File: config.mk
export PLATFORM = sky130hd
export DESIGN_NAME = inv_mix_columns_iter
export DESIGN_NICKNAME = d
export VERILOG_FILES = /design/src/rtl/aes_pkg.sv /design/src/rtl/inv_mix_column_word.sv /design/src/rtl/inv_mix_columns_iter.sv
export SDC_FILE = /design/constraint.sdc
export NUM_CORES = 1
export LEC_CHECK = 0
export CAP_MARGIN = 20
export CORE_ASPECT_RATIO = 0.6
export CORE_UTILIZATION = 40
export CTS_BUF_LIST = sky130_fd_sc_hd__clkbuf_4 sky130_fd_sc_hd__clkbuf_8
export DETAILED_ROUTE_END_ITERATION = 12
export GPL_ROUTABILITY_DRIVEN = 0
export GPL_TIMING_DRIVEN = 0
export HOLD_SLACK_MARGIN = 0.03
export PLACE_DENSITY_LB_ADDON = 0.08
export SETUP_SLACK_MARGIN = 0.15
export SKIP_CTS_REPAIR_TIMING = 1
export SLEW_MARGIN = 40
export SYNTH_ARGS = -nofsm -noshare
export SYNTH_HDL_FRONTEND = slang
export SYNTH_SLANG_ARGS = --single-unit
File: constraint.sdc
create_clock -name clk -period 8.9 [get_ports clk]
set_clock_uncertainty 0.2 [all_clocks]
set_input_delay 2.225 -clock clk [delete_from_list [all_inputs] [get_ports clk]]
set_output_delay 2.225 -clock clk [all_outputs]
set_load 0.005 [all_outputs]
File: src/rtl/aes_pkg.sv
// Shared AES GF(2^8) arithmetic, field constants and the iterative FSM state type.
package aes_pkg;

  localparam logic [7:0] GF_09   = 8'h09;
  localparam logic [7:0] GF_0B   = 8'h0b;
  localparam logic [7:0] GF_0D   = 8'h0d;
  localparam logic [7:0] GF_0E   = 8'h0e;
  localparam logic [7:0] GF_POLY = 8'h1b;

  typedef enum logic [1:0] {
    IDLE,
    BUSY,
    DONE
  } state_t;

  function automatic logic [7:0] xtime(input logic [7:0] a);
    return {a[6:0], 1'b0} ^ (a[7] ? GF_POLY : 8'h00);
  endfunction

  // Shift-and-add multiply: each set bit of b adds the matching xtime power of a.
  function automatic logic [7:0] gf_mul(input logic [7:0] a, input logic [7:0] b);
    logic [7:0] acc;
    logic [7:0] pow;
    acc = '0;
    pow = a;
    for (int unsigned i = 0; i < 8; i++) begin
      if (b[i]) acc = acc ^ pow;
      pow = xtime(pow);
    end
    return acc;
  endfunction

endpackage

File: src/rtl/inv_mix_column_word.sv
// Combinational InvMixColumns on one 32-bit column, row 0 byte in bits [31:24].
module inv_mix_column_word
  import aes_pkg::*;
(
  input  logic [31:0] col,
  output logic [31:0] mixed
);

  logic [7:0] a0, a1, a2, a3;

  assign {a0, a1, a2, a3} = col;

  assign mixed[31:24] = gf_mul(a0, GF_0E) ^ gf_mul(a1, GF_0B) ^ gf_mul(a2, GF_0D) ^ gf_mul(a3, GF_09);
  assign mixed[23:16] = gf_mul(a0, GF_09) ^ gf_mul(a1, GF_0E) ^ gf_mul(a2, GF_0B) ^ gf_mul(a3, GF_0D);
  assign mixed[15:8]  = gf_mul(a0, GF_0D) ^ gf_mul(a1, GF_09) ^ gf_mul(a2, GF_0E) ^ gf_mul(a3, GF_0B);
  assign mixed[7:0]   = gf_mul(a0, GF_0B) ^ gf_mul(a1, GF_0D) ^ gf_mul(a2, GF_09) ^ gf_mul(a3, GF_0E);

endmodule

File: src/rtl/inv_mix_columns_iter.sv
// Iterative AES InvMixColumns: loads a state, transforms COLS_PER_CYCLE columns per cycle in place.
module inv_mix_columns_iter
  import aes_pkg::*;
#(
  parameter int unsigned COLS_PER_CYCLE = 1
) (
  input  logic         clk,
  input  logic         rst,
  input  logic         in_valid,
  output logic         in_ready,
  input  logic [127:0] in_data,
  output logic         out_valid,
  input  logic         out_ready,
  output logic [127:0] out_data
);

  localparam logic [1:0] LAST_IDX = 2'(4 - COLS_PER_CYCLE);
  localparam logic [1:0] STEP     = 2'(COLS_PER_CYCLE);

  state_t       state, next_state;
  logic [1:0]   cnt;
  logic [127:0] work, next_work;
  logic         last_group;

  logic [1:0]   col_idx  [COLS_PER_CYCLE];
  logic [31:0]  col_word [COLS_PER_CYCLE];
  logic [31:0]  col_res  [COLS_PER_CYCLE];

  for (genvar g = 0; g < COLS_PER_CYCLE; g++) begin : g_col
    assign col_idx[g]  = cnt + 2'(g);
    assign col_word[g] = work[{col_idx[g], 5'b0} +: 32];

    inv_mix_column_word u_word (
      .col   (col_word[g]),
      .mixed (col_res[g])
    );
  end

  always_comb begin
    next_work = work;
    for (int unsigned g = 0; g < COLS_PER_CYCLE; g++) begin
      next_work[{col_idx[g], 5'b0} +: 32] = col_res[g];
    end
  end

  assign last_group = (cnt == LAST_IDX);
  assign out_data   = work;

  always_comb begin
    next_state = state;
    in_ready   = 1'b0;
    out_valid  = 1'b0;
    case (state)
      IDLE: begin
        in_ready = 1'b1;
        if (in_valid) next_state = BUSY;
      end
      BUSY: begin
        if (last_group) next_state = DONE;
      end
      DONE: begin
        out_valid = 1'b1;
        if (out_ready) next_state = IDLE;
      end
      default: next_state = IDLE;
    endcase
  end

  always_ff @(posedge clk) begin
    if (rst) state <= IDLE;
    else     state <= next_state;
  end

  // Counter holds on the final group rather than advancing, so it never wraps mid-operation.
  always_ff @(posedge clk) begin
    if (rst) begin
      work <= '0;
      cnt  <= '0;
    end else begin
      case (state)
        IDLE: begin
          if (in_valid) begin
            work <= in_data;
            cnt  <= '0;
          end
        end
        BUSY: begin
          work <= next_work;
          if (!last_group) cnt <= cnt + STEP;
        end
        default: ;
      endcase
    end
  end

endmodule

Word level (Yosys, flattened, before mapping)
Cells that the tools add are included.
{"block": "word_totals", "register_bits": 132, "inputBits": 132}
{"block": "classes", "n_addsub": 2, "n_eq_ne": 7, "shift": 3, "mux": 24, "n_bitwise": 52, "reduce_logical": 5}
{"cell": "bitwise XOR 8 bit", "count": 52}
{"cell": "case mux 128 bit (2 select lines)", "count": 1}
{"cell": "bitwise mux 128 bit", "count": 1}
{"cell": "two-way mux 128 bit", "count": 1}
{"cell": "variable shift 32 x 9 -> 128 bit (first input constant)", "count": 1}
{"cell": "variable part select 128 x 8 -> 32 bit", "count": 1}
{"cell": "variable part select 32 x 9 -> 128 bit", "count": 1}
{"cell": "two-way mux 5 bit", "count": 12}
{"cell": "two-way mux 2 bit", "count": 5}
{"cell": "negation 7 -> 9 bit", "count": 1}
{"cell": "inequality test 2 bit (second input constant)", "count": 4}
{"cell": "case mux 2 bit (3 select lines)", "count": 1}
{"cell": "AND reduction 3 bit", "count": 2}
{"cell": "== test 2 bit (second input constant)", "count": 2}
{"cell": "case mux 2 bit (2 select lines)", "count": 1}
{"cell": "adder 2 x 1 -> 2 bit (second input constant)", "count": 1}
{"cell": "== test 2 x 1 -> 1 bit (second input constant)", "count": 1}
{"cell": "zero test 2 bit", "count": 1}
{"cell": "two-way mux 1 bit", "count": 2}
{"cell": "AND reduction 2 bit", "count": 1}
{"cell": "nonzero test 2 bit", "count": 1}

Longest topological paths before layout
Gate-level depths: netlist of the first run.
{"block": "depth", "depth_word": 14, "mapped_depth": 11, "mapped_depth_nobuf": 7}

Hierarchy
Synthesis of the first run repeated with hierarchy kept, for this count alone.
{"block": "unflattened", "cells_unflattened": 1032, "hier_area_um2": 9644.2}
{"module": "inv_mix_columns_iter", "n_inst": 1, "cells_each": 818, "area_per_inst_um2": 7280.7, "seq_area_each_um2": 2642.5}
{"module": "inv_mix_column_word", "n_inst": 1, "cells_each": 214, "area_per_inst_um2": 2363.5, "seq_area_each_um2": 0.0}

Least setup slack after synthesis of the first run
No wires, ideal clock.
{"block": "synth_timing", "path_kind": "input -> register", "start": "input port in_valid", "end": "register work[3] (netlist: out_data[3])", "setup_ns": 0.074, "t_arrival_ns": 3.238, "path_slack_ns": 5.388, "cell_stages": 6, "path_buffers": 2, "cell_sequence": "nand2b_1 clkbuf_1 a21oi_1 clkbuf_1 nand3_1 a31oi_1"}
{"block": "synth_via", "elab_chain_cells": 2}
{"item": "start: declaration", "line": "inv_mix_columns_iter.sv:9", "rtl": "input logic in_valid,"}
{"item": "inequality test 2 bit (no line)"}
{"item": "AND reduction 2 bit (no line)"}
{"item": "end signal: assignment", "line": "inv_mix_columns_iter.sv:83", "rtl": "work <= in_data;"}
{"item": "end signal: assignment", "line": "inv_mix_columns_iter.sv:88", "rtl": "work <= next_work;"}
{"item": "end: declaration", "line": "inv_mix_columns_iter.sv:22", "rtl": "logic [127:0] work, next_work;"}
No other way between the ends.
A chain may end at the register's enable or synchronous reset.

Worst setup path after layout of the first run
{"block": "layout_timing", "start": "register state[1]", "end": "output port out_valid"}
{"block": "layout_via", "elab_chain_cells": 2}
{"item": "start: declaration", "line": "inv_mix_columns_iter.sv:20", "rtl": "state_t state, next_state;"}
{"item": "start signal: assignment", "line": "inv_mix_columns_iter.sv:71", "rtl": "else state <= next_state;"}
{"item": "== test 2 bit", "line": "inv_mix_columns_iter.sv:53", "rtl": "case (state)"}
{"item": "two-way mux 1 bit", "line": "inv_mix_columns_iter.sv:53"}
{"item": "end: declaration", "line": "inv_mix_columns_iter.sv:12", "rtl": "output logic out_valid,"}
No other way between the ends.

==> impl_results.md, run 1 <==
* Status: complete, no violations
* Num CTS Buffers at 17
* Peak VDD IR at 0.0003795 V
* Prevailing post-synth register cell: dfxtp_1
* Setup Crit Path Kind: flop to output port
* First-pass GRT wire length at 56410 um
* Crit path time final at 4503 ps
* Syn nets at 1020
* Worst hold path type: flop to flop
* Worst R2R Setup Slack at 4540 ps
* Slew headroom at 0.3669
* Worst Path Max Fanout at 10
* Routed wire length at 39550 um
* Clk network pwr share at 0.113
* Internal at 2341 uW
* Critical Path AT at 2080 ps
* Antenna violations before repair at 0
* Hold path depth at 2
* Clock Latency Late Sink at 480 ps
* Reg power frac at 0.151
* Top cells by area, synth: dfxtp_1 (31%), xnor2_1 (11%), a221oi_1 (11%), mux4_2 (8.2%), xnor3_1 (6.6%)
* Layout cells sized above 1 at 0.08588
* Wire per inst at 27.29 um
* Finished Core Util at 0.5805
* HPWL Detailed at 30430 um
* Finished Layout Cells at 1449
* Vias in the first global route at 8618
* Lkg Pwr at 0.004353 uW
* Total Power at 4847 uW
* Yosys warning count at 0
* Cell taking the most area after synthesis: dfxtp_1
* # IOs at 262
* Port Buffers at 260
* Initial Utilization at 0.4163
* Reg2reg path depth at 10
* Post-route ant nets at 0
* Final setup margin at 4397 ps
* Least-Margin Pin Slew at 949.6 ps
* # clock sinks at 132
* Share of the synthesized area in the top cell type at 0.3109
* Mean Syn Cell Area at 9.616 sq um
* Critical Path RT at 6480 ps
* Total global-route track usage at 0.3606
* Die Ht at 114.9 um
* Root Buffer: clkbuf_8
* Area growth, synth to finish at 39.43%
* Worst setup SP type: flop
* Fmax at 0.2221 GHz
* Start of the worst register-to-register path: cnt[1]
* Slew Limit Fails at 0
* Synth Instances at 884
* Crit end category: output port
* Full die area at 21860 sq um
* Yosys cell types at 37
* Area of the mapped netlist at 8501 sq um
* Dpl cells at 1417
* Post-synthesis sequential area ratio at 0.3109
* Switching Fraction at 0.5171
* Max Cap Viol at 0
* Place WS at 4128 ps
* Period utilisation layout at 0.5059
* Synth Register Bits at 132
* Router iterations before antenna repair at 6
* Number of remaining DRC errors at 0
* FF-to-FF End: out_data[86]
* Power Density at 409.0 nW/um^2
* CTS tree: built
* H-Tree Depth at 4
* Row count at 40
* Core box area at 20420 sq um
* Final hold vios at 0
* Final TNS setup at 0 ps
* Ys async rst share at 0
* Sink of the worst hold path: out_data[68]
* Via count at 9014
* Post-DR vias/cell at 6.221
* Register clock-pin slew on the reported worst setup and hold paths at 100 ps
* Largest net degree at the start of global routing at 17
* Bufs on Longest Clock Path at 2
* Final #Nets at 1299
* Critical hold path startpoint: out_data[68]
* GR Overflow Total at 0
* Post-synth EDFFs at 0
* Ant. Diodes at 0
* RSZ-0062 raised after global routing: no
* Iter 0 DRT Violations at 1214
* Gate power share at 0.736
* DIE WIDTH at 190.2 um
* Fill count at 1830
* Finish-stage setup viols at 0
* Switching pwr at 2507 uW
[worst max-delay path, stage by stage, from the launching register on]
cell and delay [ps]:
dfxtp_1 450, clkbuf_1 380, nor2b_1 250, clkdlybuf4s50_1 520
[final cells by class]
type / count / area (sq um) / share of cell area
Inverter: 3 / 11.26 / 0.0009501
Multi-Input combinational cell: 661 / 5451 / 0.4599
Buffer: 88 / 401.6 / 0.03389
Clock buffer: 19 / 255.2 / 0.02153
Timing Repair Buffer: 260 / 2603 / 0.2196
Sequential cell: 132 / 2643 / 0.2229
Clock inverter: 13 / 146.4 / 0.01235
Tap cell: 273 / 341.6 / 0.02882
[cell usage in the layout (no fill, tap or decap), drive strengths merged, types with 2 or more instances in the layout]
master / synthesis / final
xnor2: 119 / 119
ha: 4 / 4
a21o: 4 / 4
o2bb2ai: 4 / 4
a21oi: 10 / 10
clkinvlp: 0 / 2
nor3: 104 / 104
buf: 22 / 22
xor3: 6 / 6
and4: 2 / 2
nor2: 112 / 112
and3: 4 / 4
nand3: 20 / 20
mux4: 32 / 32
xnor3: 27 / 27
nand2b: 3 / 3
inv: 3 / 7
clkbuf: 66 / 85
clkinv: 0 / 5
dfxtp: 132 / 132
nand2: 46 / 46
xor2: 32 / 32
clkdlybuf4s50: 0 / 260
a31oi: 20 / 20
bufinv: 0 / 2
a221oi: 104 / 104
[power groups by stage]
stage | sequential (uW) | combinational [uW] | clock (uW)
2_1_floorplan | 729 | 2260 | 0
3_3_place_gp | 743 | 3420 | 0
3_5_place_dp | 742 | 3410 | 0
4_1_cts | 730 | 3440 | 539
5_1_grt | 740 | 3690 | 570
6_report | 734 | 3570 | 546
[synthesized netlist by cell type (all sizes together) (10+ instances only)]
master,instances
xor2,32
buf,22
nor2,112
a21oi,10
mux4,32
dfxtp,132
a31oi,20
nor3,104
nand3,20
nand2,46
clkbuf,66
xnor3,27
a221oi,104
xnor2,119
[cells by family after synthesis]
family                     share of synthesized area
AOI/OAI and AO/OA                             0.1400
adders and majority gates                   0.005888
buffers and inverters                        0.04857
xor gates and xnor gates                      0.2570
muxes                                        0.08522
and+or+nand+nor                               0.1525
DFF                                           0.3109
[per-stage QoR]
step | hold slack (ps) | instance area (sq um)
finish | 294.4 | 11850
global route | 312.9 | 11850
CTS | 292.1 | 11850
detailed placement | 281.5 | 11450
global placement | 275.9 | 11440
floorplan | 272.5 | 8501
[how the worst max path moves through the flow]
stage                   from      endpoint  slack (ps)  cells past startpoint
floorplan           in_valid   out_data[3]        5390                      6
global placement    in_valid  out_data[44]        4120                      7
detailed placement  in_valid  out_data[36]        4130                      7
CTS                 state[1]     out_valid        4400                      3
global route        state[1]     out_valid        4290                      3
finish              state[1]     out_valid        4400                      3
[registers in the layout, summed over array words and instances (netlist names)]
| name | flops |
|---|---|
| out_data | 128 |
| cnt | 2 |
| state | 2 |
[per-layer routing]
metal / vias up / share of wire / track usage / routed length, um
met5: - / 0 / 0 / 0
met4: 0 / 0.025 / 0.1237 / 984
met3: 80 / 0.13 / 0.1032 / 5071
met2: 697 / 0.41 / 0.5007 / 16110
met1: 4423 / 0.44 / 0.5285 / 17380
li1: 3814 / - / - / -
Note: power is estimated with default switching activity, not from simulation.
==> run 2: changes to the inputs <==
==> constraint.sdc (replaced) <==
create_clock -name clk -period 4 [get_ports clk]
set_clock_uncertainty 0.2 [all_clocks]
set_input_delay 1 -clock clk [delete_from_list [all_inputs] [get_ports clk]]
set_output_delay 1 -clock clk [all_outputs]
set_load 0.005 [all_outputs]
==> impl_results.md, run 2 (synthesis results as in run 1) <==
* GR Overflow Total at 0 (unchanged)
* Reg power frac at 0.138 (was 0.151)
* Layout cells sized above 1 at 0.1161 (was 0.08588)
* Switching Fraction at 0.5072 (was 0.5171)
* Num CTS Buffers at 17 (unchanged)
* Sequential Area at 2643 sq um (unchanged)
* Status: complete, no violations (unchanged)
* Lkg Pwr at 0.004519 uW (was 0.004353 uW)
* Max Cap Viol at 0 (unchanged)
* HPWL Detailed at 30430 um (unchanged)
* Router iterations before antenna repair at 5 (was 6)
* First-pass GRT wire length at 56420 um (was 56410 um)
* Switching pwr at 5992 uW (was 2507 uW)
* Power Density at 967.5 nW/um^2 (was 409.0 nW/um^2)
* Crit end category: flop (was output port)
* RSZ-0062 raised after global routing: yes (was no)
* Commonest non-fill, non-tap cell in the layout: clkdlybuf4s50_1 (unchanged)
* Critical Path AT at 3960 ps (was 2080 ps)
* Via count at 9089 (was 9014)
* Finished Core Util at 0.5981 (was 0.5805)
* Worst setup SP type: flop (unchanged)
* Post-DR vias/cell at 6.255 (was 6.221)
* Finished Cell Area at 12210 sq um (was 11850 sq um)
* Total global-route track usage at 0.3606 (unchanged)
* Slew headroom at 0.3607 (was 0.3669)
* Place WS at -209.2 ps (was 4128 ps)
* Final setup margin at 181.9 ps (was 4397 ps)
* H-Tree Depth at 4 (unchanged)
* Max stage delay on crit path at 600 ps (was 520 ps)
* Slew Limit Fails at 0 (unchanged)
* Crit path time final at 3818 ps
* Setup Crit Path Kind: flop to flop (was flop to output port)
* Largest net degree at the start of global routing at 17 (unchanged)
* Final #Nets at 1303 (was 1299)
* Fmax at 0.2619 GHz
* Bufs on Longest Clock Path at 2 (unchanged)
* Multi-input logic area at 5768 sq um (was 5451 sq um)
* Gate power share at 0.759 (was 0.736)
* Area growth, synth to finish at 43.67% (was 39.43%)
* Final hold vios at 0 (unchanged)
* Root Buffer: clkbuf_8 (unchanged)
* Vias in the first global route at 8607 (was 8618)
* DIE WIDTH at 190.2 um (unchanged)
* Post-route ant nets at 0 (unchanged)
* CTS tree: built (unchanged)
* Register clock-pin slew on the reported worst setup and hold paths at 90 ps (was 100 ps)
* Finish-stage setup viols at 0 (unchanged)
* # IOs at 262 (unchanged)
* Routed wire length at 39990 um (was 39550 um)
* Peak VDD IR at 0.0008477 V (was 0.0003795 V)
* Worst R2R Setup Slack at 180 ps (was 4540 ps)
* Worst hold path type: flop to flop (unchanged)
* Final TNS setup at 0 ps (unchanged)
* Area after DPL at 11450 sq um (unchanged)
* Crit path max-delay cell type: xnor3_2 (was clkdlybuf4s50_1)
* Initial Utilization at 0.4163 (unchanged)
* # clock sinks at 132 (unchanged)
* Critical Path RT at 4140 ps (was 6480 ps)
* Worst path cell trace: buf_4 > buf_6 > buf_6 > mux4_2 > xnor2_1 > xnor3_2 > xor2_2 > xnor3_2 > nand2_1 > a31oi_1 (was clkbuf_1 > nor2b_1 > clkdlybuf4s50_1)
* Clk network pwr share at 0.103 (was 0.113)
* Clock Latency Late Sink at 480 ps (about the same)
* Fill count at 1793 (was 1830)
* Die Ht at 114.9 um (unchanged)
* Most frequent cells in the layout: clkdlybuf4s50_1 (260), dfxtp_1 (132), nor2_1 (112) (unchanged)
* Core box area at 20420 sq um (unchanged)
* Wire per inst at 27.52 um (was 27.29 um)
* Antenna violations before repair at 0 (unchanged)
* Period utilisation layout at 0.9545
* Row count at 40 (unchanged)
* Largest register FFs at 128 (unchanged)
* Iter 0 DRT Violations at 1261 (was 1214)
* Least-Margin Pin Slew at 959.0 ps (was 949.6 ps)
* Port Buffers at 260 (unchanged)
* Full die area at 21860 sq um (unchanged)
* Number of remaining DRC errors at 0 (unchanged)
* Internal at 5823 uW (was 2341 uW)
* Worst Path Max Fanout at 10 (unchanged)
* Ant. Diodes at 0 (unchanged)
run 2: cell types whose count changed in the layout (fill, tap and decap cells not counted), sizes merged:
| cell | previous run | this run |
|---|---|---|
| buf | 22 | 25 |
| clkbuf | 85 | 86 |
run 2: through the flow:
stage          std cells  power [uW]  hold WS [ps]
2_1_floorplan        884        6656         272.5
3_3_place_gp        1417        9252         275.9
3_5_place_dp        1417        9239         281.5
4_1_cts             1449       10470         292.1
5_1_grt             1453       12130         312.9
6_report            1453       11820         294.1
run 2: power groups by stage:
stage / clock network (uW) / registers, uW / logic (uW)
6_report: 1210 / 1640 / 8970
5_1_grt: 1270 / 1650 / 9220
4_1_cts: 1200 / 1620 / 7640
3_5_place_dp: 0 / 1650 / 7590
3_3_place_gp: 0 / 1650 / 7600
2_1_floorplan: 0 / 1620 / 5030
run 2: worst paths after layout:
kind,startpoint,endpoint,cells past startpoint
setup / recovery,cnt[0],out_data[67],10
hold / removal,out_data[44],out_data[44],2
setup reg to reg,cnt[0],out_data[67],10
hold reg to reg,out_data[44],out_data[44],2
run 2: final cells by class:
| type | count | area share |
|---|---|---|
| plain buffers | 88 | 0.03401 |
| clock buffers | 19 | 0.02090 |
| clock inverters | 13 | 0.01199 |
| inverters | 3 | 0.0009220 |
| multi-input cells | 661 | 0.4723 |
| flip-flops and latches | 132 | 0.2164 |
| well taps | 273 | 0.02797 |
| repair buffers | 264 | 0.2156 |
run 2: per-layer routing:
layer | up-vias | wire (um) | global-route usage
li1 | 3823 | - | -
met5 | - | 0 | 0
met4 | 0 | 997 | 0.1237
met1 | 4422 | 16920 | 0.5295
met2 | 765 | 16330 | 0.5007
met3 | 79 | 5738 | 0.1016
run 2: worst max-delay path: cells and delay by family (launching register included):
kind / cells / cell delay (ps)
AND/OR/NAND/NOR: 1 / 100
flip-flops: 1 / 370
AO/OA/AOI/OAI: 1 / 70
buffers and inverters: 3 / 790
multiplexers: 1 / 450
XOR/XNOR: 4 / 1690
